[config.mk]
export PLATFORM = sky130hd
export DESIGN_NAME = clk_pulse_monitor
export DESIGN_NICKNAME = d
export VERILOG_FILES = /design/src/rtl/clk_pulse_monitor.sv
export SDC_FILE = /design/constraint.sdc
export NUM_CORES = 1
export LEC_CHECK = 0
export ABC_AREA = 1
export CAP_MARGIN = 20
export CORE_ASPECT_RATIO = 1.75
export CORE_UTILIZATION = 35
export DETAILED_ROUTE_END_ITERATION = 8
export PLACE_DENSITY = 0.55
export SLEW_MARGIN = 20
export SYNTH_ARGS = -nofsm -noshare
export SYNTH_HDL_FRONTEND = slang
export SYNTH_SLANG_ARGS = --single-unit
[constraint.sdc]
create_clock -name clk_in -period 2.55 [get_ports clk_in]
set_input_delay 0.51 -clock clk_in [delete_from_list [all_inputs] [get_ports clk_in]]
set_output_delay 0.51 -clock clk_in [all_outputs]
set_load 0.01 [all_outputs]
[src/rtl/clk_pulse_monitor.sv]
// Oversamples an async monitored clock on clk_in, measures high/low phases and checks them against expected lengths.
// mon_clk rise -> meas_valid is SYNC_STAGES+1 clk_in edges; no backpressure, reports are single-cycle pulses.
module clk_pulse_monitor #(
  parameter int CNT_W       = 8,
  parameter int SYNC_STAGES = 2,
  parameter int LOCK_COUNT  = 4,
  parameter int TOL         = 0
) (
  input  logic             clk_in,
  input  logic             reset,
  input  logic             mon_clk,
  input  logic             enable,
  input  logic [CNT_W-1:0] exp_high,
  input  logic [CNT_W-1:0] exp_low,
  input  logic             err_clr,
  output logic [CNT_W-1:0] high_len,
  output logic [CNT_W-1:0] low_len,
  output logic             meas_valid,
  output logic             locked,
  output logic             err_period,
  output logic             err_stuck
);

  localparam int GC_W = $clog2(LOCK_COUNT + 1);
  localparam logic [CNT_W-1:0] CNT_MAX = {CNT_W{1'b1}};
  localparam logic [CNT_W-1:0] CNT_ONE = CNT_W'(1);
  localparam logic [GC_W-1:0]  GC_FULL = GC_W'(LOCK_COUNT);
  localparam logic [GC_W-1:0]  GC_ONE  = GC_W'(1);
  localparam logic [CNT_W:0]   TOL_V   = (CNT_W+1)'(TOL);

  typedef enum logic [1:0] {IDLE, WAIT_RISE, MEAS_HIGH, MEAS_LOW} state_t;

  state_t             state_q, state_d;
  logic [SYNC_STAGES-1:0] sync_q, sync_d;
  logic               p_q;
  logic [CNT_W-1:0]   hi_cnt_q, hi_cnt_d;
  logic [CNT_W-1:0]   lo_cnt_q, lo_cnt_d;
  logic [CNT_W-1:0]   hi_cap_q, hi_cap_d;
  logic [CNT_W-1:0]   high_len_q, high_len_d;
  logic [CNT_W-1:0]   low_len_q, low_len_d;
  logic [GC_W-1:0]    good_cnt_q, good_cnt_d;
  logic               meas_valid_q, meas_valid_d;
  logic               locked_q, locked_d;
  logic               err_period_q, err_period_d;
  logic               err_stuck_q, err_stuck_d;

  logic s, rise, fall, period_done, stuck, good;

  function automatic logic [CNT_W:0] abs_diff(input logic [CNT_W-1:0] a,
                                               input logic [CNT_W-1:0] b);
    logic [CNT_W:0] d;
    d = {1'b0, a} - {1'b0, b};
    return d[CNT_W] ? -d : d;
  endfunction

  assign s    = sync_q[SYNC_STAGES-1];
  assign rise = s & ~p_q;
  assign fall = ~s & p_q;

  always_comb begin
    sync_d       = {sync_q[SYNC_STAGES-2:0], mon_clk};
    state_d      = state_q;
    hi_cnt_d     = hi_cnt_q;
    lo_cnt_d     = lo_cnt_q;
    hi_cap_d     = hi_cap_q;
    high_len_d   = high_len_q;
    low_len_d    = low_len_q;
    good_cnt_d   = good_cnt_q;
    meas_valid_d = 1'b0;
    period_done  = 1'b0;
    stuck        = 1'b0;
    good         = 1'b0;
    if (!enable) begin
      state_d    = IDLE;
      hi_cnt_d   = '0;
      lo_cnt_d   = '0;
      good_cnt_d = '0;
    end else begin
      unique case (state_q)
        IDLE:      state_d = WAIT_RISE;
        WAIT_RISE: if (rise) begin
          state_d  = MEAS_HIGH;
          hi_cnt_d = CNT_ONE;
        end
        MEAS_HIGH: if (fall) begin
          state_d  = MEAS_LOW;
          hi_cap_d = hi_cnt_q;
          lo_cnt_d = CNT_ONE;
        end else if (hi_cnt_q == CNT_MAX) stuck = 1'b1;
        else hi_cnt_d = hi_cnt_q + CNT_ONE;
        MEAS_LOW: if (rise) begin
          state_d     = MEAS_HIGH;
          hi_cnt_d    = CNT_ONE;
          period_done = 1'b1;
        end else if (lo_cnt_q == CNT_MAX) stuck = 1'b1;
        else lo_cnt_d = lo_cnt_q + CNT_ONE;
        default:   state_d = IDLE;
      endcase
    end
    // Compare against the values being reported, so locked moves together with meas_valid.
    if (period_done) begin
      high_len_d   = hi_cap_q;
      low_len_d    = lo_cnt_q;
      meas_valid_d = 1'b1;
      good = (abs_diff(hi_cap_q, exp_high) <= TOL_V) && (abs_diff(lo_cnt_q, exp_low) <= TOL_V);
      if (!good) good_cnt_d = '0;
      else if (good_cnt_q != GC_FULL) good_cnt_d = good_cnt_q + GC_ONE;
    end
    if (stuck) begin
      state_d    = WAIT_RISE;
      hi_cnt_d   = '0;
      lo_cnt_d   = '0;
      good_cnt_d = '0;
    end
    locked_d     = (good_cnt_d == GC_FULL);
    // A fresh error outranks a simultaneous clear.
    err_period_d = (period_done & ~good) | (err_period_q & ~err_clr);
    err_stuck_d  = stuck | (err_stuck_q & ~err_clr);
  end

  always_ff @(posedge clk_in or posedge reset) begin
    if (reset) begin
      state_q      <= IDLE;
      sync_q       <= '0;
      p_q          <= 1'b0;
      hi_cnt_q     <= '0;
      lo_cnt_q     <= '0;
      hi_cap_q     <= '0;
      high_len_q   <= '0;
      low_len_q    <= '0;
      good_cnt_q   <= '0;
      meas_valid_q <= 1'b0;
      locked_q     <= 1'b0;
      err_period_q <= 1'b0;
      err_stuck_q  <= 1'b0;
    end else begin
      state_q      <= state_d;
      sync_q       <= sync_d;
      p_q          <= s;
      hi_cnt_q     <= hi_cnt_d;
      lo_cnt_q     <= lo_cnt_d;
      hi_cap_q     <= hi_cap_d;
      high_len_q   <= high_len_d;
      low_len_q    <= low_len_d;
      good_cnt_q   <= good_cnt_d;
      meas_valid_q <= meas_valid_d;
      locked_q     <= locked_d;
      err_period_q <= err_period_d;
      err_stuck_q  <= err_stuck_d;
    end
  end

  assign high_len   = high_len_q;
  assign low_len    = low_len_q;
  assign meas_valid = meas_valid_q;
  assign locked     = locked_q;
  assign err_period = err_period_q;
  assign err_stuck  = err_stuck_q;

endmodule

==> impl_metrics.tcl, run 1 <==
set metrics [dict create \
    ff2ff_setup_slack_ps 100 \
    worst_slew_pin_slew_ps 413 \
    powerDensity_nw_per_um2 596 \
    clk_path_buf_depth 2 \
    cts.reportedPaths.clkPinSlew_ps 60 \
    crit_start "exp_high[5]" \
    drv_cap 0 \
    async_reset_ff_share_pct 100 \
    min_path_cells 0 \
    cts-htree-levels 2 \
    r2r_start "lo_cnt_q[0]" \
    ys_warn_count 0 \
    start_kind "input pin" \
    rows 49 \
    ir_drop_uv 374 \
    wl_um 9780 \
    grt_max_degree 36 \
    stdcell_count 747 \
    num_io_pins 41 \
    leakage_uw 0.00258 \
    multi_input_area_um2 2510 \
    crit_type "in2reg" \
    fp.dieW_um 80.2 \
    slew-limit-headroom_pct 72.4 \
    hp-class "reg2reg" \
    cp_max_fo 5 \
    setup_violations 0 \
    antenna_found_initial 0 \
    rsz0062_at_grt "true" \
    r2r.worst_path.cells 16 \
    synth_edf_count 0 \
    hpwl_um 7220 \
    post-route-period-util_pct 97.4 \
    grt_pass1_wl_um 16000 \
    timing.rr.end "locked" \
    nFillCells 1007 \
    ys_types 42 \
    skew_ps 6.13 \
    grt_pass1_vias 3646 \
    hp-start "sync_q[0]" \
    drtIter0Drc 62 \
    drc 0 \
    min_period_ps 2480 \
    cts.sink_count 52 \
    die_area_um2 11100 \
    final_nets 662 \
    syn-num-nets 564 \
    endpoint_kind "flip-flop" \
    ys.flop_type "dfrtp_1" \
    worst_skew_pair.late_latency_ps 290 \
    finalMaxSlewViolations 0 \
    die_h_um 139 \
    io_buffers 40 \
    cts_tree "yes" \
    synth_area_um2 3740 \
    numCtsBuffers 5 \
    vias 3667 \
    drive_gt1_share_pct 31.5 \
    critPathRequiredTime_ps 2730 \
    hold_end "sync_q[1]" \
    status "completed" \
    initial_core_util_pct 36.1 \
    via_per_inst 4.91 \
    core_area_um2 10400 \
    finalHoldWorstSlack_ps 354 \
    utilization_pct 51.3 \
    seqCellArea_um2 1300 \
    wl_per_cell_um 13.1 \
    firstDrtPassIters 4 \
    max_freq_mhz 403 \
    ys_ff_latch 52 \
    cp.arrival_ps 2670 \
    clockRootBuffer "clkbuf_16" \
    n_antenna_cell 0 \
    grt_usage_pct 17.9 \
    finalHoldViolCount 0 \
    grt_overflow 0 \
    ant_nets 0 \
    placed_cells 723 \
    area_growth_pct 42.1 \
    ys_seq_area_share_pct 34.8 \
    place_congestion 0.881 \
    synth_cells 521 \
    avgSynthCellArea_um2 7.18 \
]
## per-stage QoR
| step | TNS [ps] | total power (uW) | cell area (um^2) | setup slack, ps |
|---|---|---|---|---|
| after global placement | -2040 | 2140 | 4580 | -442 |
| after global routing | -290 | 3390 | 5320 | -121 |
| after CTS | 0 | 2990 | 4910 | 2.09 |
| after floorplan | 0 | 1680 | 3740 | 207 |
| final | 0 | 3170 | 5320 | 67.0 |
| after detailed placement | -2380 | 2150 | 4580 | -529 |
## layout by cell type (no fill, tap or decap), types with 6 or more instances in the layout
cell	netlist	layout
nand2_1	148	121
inv_1	82	68
buf_4	1	57
dfrtp_1	52	51
nand3_1	48	35
o21ai_0	34	32
clkdlybuf4s50_1	0	32
nand2_2	5	26
nor2_1	36	25
inv_2	2	16
nand3_2	4	15
ha_4	0	13
a21oi_1	17	10
nand4_1	10	10
nor2_2	1	9
o21ai_2	8	8
nor3_2	4	6
nand2_4	0	6
a21oi_2	2	6
ha_1	20	6
## critical path: stages
cell	delay, ps
clkdlybuf4s50_1	470
inv_1	70
ha_4	260
a21oi_4	160
o21ai_1	70
nor2_1	160
buf_4	170
buf_6	90
nand2_1	50
nand2_1	50
nand3_1	80
nor2_2	150
nand3_4	130
a21oi_4	170
nor2_1	60
## cells by family (layout without fill, tap and decap cells)
logic type,count (synthesis),count (layout),synth area share [%]
and+or+nand+nor,275,275,34.2
buffers and inverters,94,193,10.3
AOI/OAI and AO/OA,72,72,11.6
DFF,52,52,34.8
adders and majority gates,22,22,7.76
xor gates and xnor gates,6,6,1.40
## repair_timing
action                                  in CTS  in global routing
resized for setup                           42                 81
endpoints found under the setup margin       5                  8
hold buffers                                 0                  0
setup buffers                                7                  8
gates cloned                                 1                  0
pin swaps                                   25                 48
## layout make-up
class	count	share of cell area [%]
clock buffers	6	2.61
clock inverters	2	0.188
inverters	84	5.93
multi-input cells	375	47.2
flip-flops and latches	52	24.5
well taps	127	2.99
repair buffers	101	16.6
## report_power, final
part           leakage, uW  switching, uW  internal [uW]
Clock            0.0000766            290            387
Sequential        0.000696           89.0            929
Combinational      0.00181            760            713
## synthesized netlist by cell type (all sizes together), types with 3 or more instances
cell | n | area [um^2]
nand4 | 11 | 83.8
or2 | 3 | 18.8
nand3 | 52 | 280
buf | 5 | 40.0
a31oi | 3 | 33.8
ha | 20 | 250
a21oi | 19 | 103
nand2 | 153 | 587
clkbuf | 5 | 28.8
nand3b | 3 | 22.5
xor2 | 5 | 43.8
o21ai | 43 | 245
inv | 84 | 315
dfrtp | 52 | 1300
nor2 | 38 | 153
nor3 | 12 | 114
## state kept, by name (all words and copies together), names as in the netlist, 2 cells and up
register,count
low_len,8
state_q,2
lo_cnt_q,8
hi_cap_q,8
high_len,8
sync_q,2
good_cnt_q,3
hi_cnt_q,8
## per-layer routing
| layer | GRT usage [%] | wire length (um) | up-vias |
|---|---|---|---|
| li1 | - | - | 1868 |
| met1 | 19.9 | 3850 | 1726 |
| met2 | 33.3 | 5380 | 46 |
| met3 | 1.45 | 140 | 27 |
| met4 | 8.46 | 411 | 0 |
| met5 | 0 | 0 | - |
## worst max-delay path by stage
| stage | end | slack (ps) | depth (start not counted) |
|---|---|---|---|
| global route | locked | -120 | 19 |
| finish | locked | 70 | 15 |
| global placement | locked | -440 | 18 |
| detailed placement | locked | -530 | 20 |
| floorplan | locked | 210 | 17 |
| CTS | locked | 2 | 17 |
No activity file was read; power rests on OpenSTA's default activity.
==> run 2: changes to the inputs <==
Settings changed: ABC_AREA 1 to 0, CTS_BUF_LIST from default to sky130_fd_sc_hd__clkbuf_16.
==> impl_metrics.tcl, run 2 <==
set metrics [dict create \
    status "finished, violations left" \
    violations "setup timing" \
    leakage_uw 0.00248 \
    clockRootBuffer "clkbuf_16" \
    pwr-share-clk_pct 37.6 \
    drive_gt1_share_pct 39.9 \
    min_period_ps 2940 \
    use_met3_pct 1.81 \
    ant_nets 0 \
    final_common_cell "buf_4" \
    core_area_um2 9410 \
    via_per_inst 5.20 \
    critPathRequiredTime_ps 2780 \
    num_io_pins 41 \
    layout_common_cells "buf_4, dfrtp_1, clkdlybuf4s50_1" \
    synth_top_cell_by_area "dfrtp_1" \
    ys.flop_type "dfrtp_1" \
    synth.top_cell.area_share_pct 38.7 \
    cts.reportedPaths.clkPinSlew_ps 70 \
    grt_usage_pct 18.4 \
    synth_mux_area_share_pct 7.33 \
    synth_area_um2 3360 \
    cts.sink_count 52 \
    ys_types 57 \
    synth_compound_area_share_pct 18.3 \
    io_buffers 40 \
    setup_violations 5 \
    ys_ff_latch 52 \
    use_met2_pct 36.1 \
    crit_path_max_incr_delay_ps 500 \
    synth_xor_area_share_pct 1.82 \
    p_total_uw 2080 \
    crit_type "in2reg" \
    numCtsBuffers 5 \
    path_cells "clkdlybuf4s50_1 > inv_1 > ha_4 > a21o_1 > a21o_1 > or4b_4 > nand3_4 > nor4b_4 > a311oi_2 > nor4b_4 > buf_6 > o21a_1 > and3_1" \
    power.switching_uw 538 \
    drtIter0Drc 102 \
    finalHoldViolCount 0 \
    hp-class "reg2reg" \
    pwr-share-seq_pct 41.2 \
    worst_slew_pin_slew_ps 544 \
    grt_max_degree 31 \
    cts_tree "yes" \
    syn-num-nets 408 \
    synth.most_common_cell "dfrtp_1" \
    rsz0062_at_grt "true" \
    max_freq_mhz 340 \
    n_antenna_cell 0 \
    wl_um 9170 \
    setup_tns_ps -1770 \
    busiest_layer "met2" \
    ys_seq_area_share_pct 38.7 \
    skew_ps 3.68 \
    cp.arrival_ps 3170 \
    rows 47 \
    synth_fa_ha_area_share_pct 8.64 \
    cts-htree-levels 2 \
    place_congestion 0.824 \
    powerDensity_nw_per_um2 394 \
    nFillCells 844 \
    grt_overflow 0 \
    start_kind "input pin" \
    area_growth_pct 57.1 \
    endpoint_kind "flip-flop" \
    worst_skew_pair.late_latency_ps 290 \
    grt_pass1_vias 3278 \
    finalMaxSlewViolations 0 \
    synth_cells 365 \
    slowest_stage "or4b_4" \
    intPower_uw 1540 \
    firstDrtPassIters 5 \
    die_h_um 132 \
    drc 0 \
    synth_top_family_by_area "simple AND/OR/NAND/NOR gates" \
    initial_core_util_pct 35.7 \
    drv_cap 0 \
    synth_edf_count 0 \
    synth_simple_gate_area_share_pct 20.4 \
    synth_area_leaders "dfrtp_1, ha_1, mux2_2" \
    placed_cells 596 \
    p_comb_share_pct 21.2 \
    final_nets 541 \
    swShare_pct 25.9 \
    use_met1_pct 19.7 \
    cp_max_fo 5 \
    antenna_found_initial 0 \
    stdcell_count 621 \
    slew-limit-headroom_pct 63.6 \
    die_area_um2 10000 \
    vias 3232 \
    ir_drop_uv 341 \
    async_reset_ff_share_pct 100 \
    layout_setup_ws_ps -390 \
    post-route-period-util_pct 115 \
    fp.dieW_um 76.1 \
    grt_pass1_wl_um 14900 \
    synth_common_cells "dfrtp_1, inv_1, o21ai_0" \
    wl_per_cell_um 14.8 \
    clk_path_buf_depth 2 \
    hpwl_um 6600 \
    avgSynthCellArea_um2 9.21 \
    ys_warn_count 0 \
]
## run 2: power by group through the flow
stage,Clock [uW],Combinational (uW),Sequential (uW)
global route,834,486,858
floorplan,0,191,869
detailed placement,0,352,871
global placement,0,348,870
CTS,805,394,855
finish,781,441,856
## run 2: kinds of logic after synthesis
kind of cell / count (synthesis)
fa+ha+maj: 22
flops: 52
simple gates: 126
buf+inv: 42
xor+xnor: 7
compound gates: 94
mux: 22
## run 2: through the flow
step                hold WS (ps)  utilization, %  area (um^2)  setup slack, ps
global placement             335            48.2         4540             -950
CTS                          359            53.0         4990             -448
finish                       355            56.1         5280             -390
detailed placement           342            48.2         4540            -1000
global route                 362            56.1         5280             -561
floorplan                    331               -         3420             -270
## run 2: worst paths after layout
path                             start          end  slack, ps  cells past startpoint
max                         exp_low[3]       locked       -390                     13
min                          sync_q[0]    sync_q[1]        360                      0
max reg2reg                lo_cnt_q[0]       locked       -370                     14
min reg2reg                  sync_q[0]    sync_q[1]        360                      0
max in group asynchronous        reset  hi_cnt_q[5]       1410                      3
min in group asynchronous        reset   low_len[0]        590                      2
## run 2: final cells by class
cell class | instances | area (um^2) | area share, %
Timing Repair Buffer | 135 | 1190 | 22.5
Tap cell | 122 | 153 | 2.89
Multi-Input combinational cell | 271 | 2340 | 44.4
Clock buffer | 5 | 125 | 2.37
Inverter | 33 | 124 | 2.35
Sequential cell | 52 | 1300 | 24.7
Clock inverter | 3 | 46.3 | 0.877
## run 2: timing repair
item / CTS / global route
resized for setup: 56 / 46
setup endpoints to repair: 14 / 20
setup buffers: 5 / 14
hold buffers: 0 / 0
pin swaps: 29 / 31
cloned: 0 / 1
## run 2: routing by layer
metal	share of wire, %	vias to the layer above
met2	58	51
met4	1.8	0
met3	1.6	12
met1	39	1583
met5	0	-
li1	-	1586
## run 2: critical path, delay by kind of cell
kind                     cells  cell delay, ps
AND/OR/NAND/NOR              5            1210
buffers and inverters        3             680
AO/OA/AOI/OAI                4             620
adder cells (fa/ha/maj)      1             160
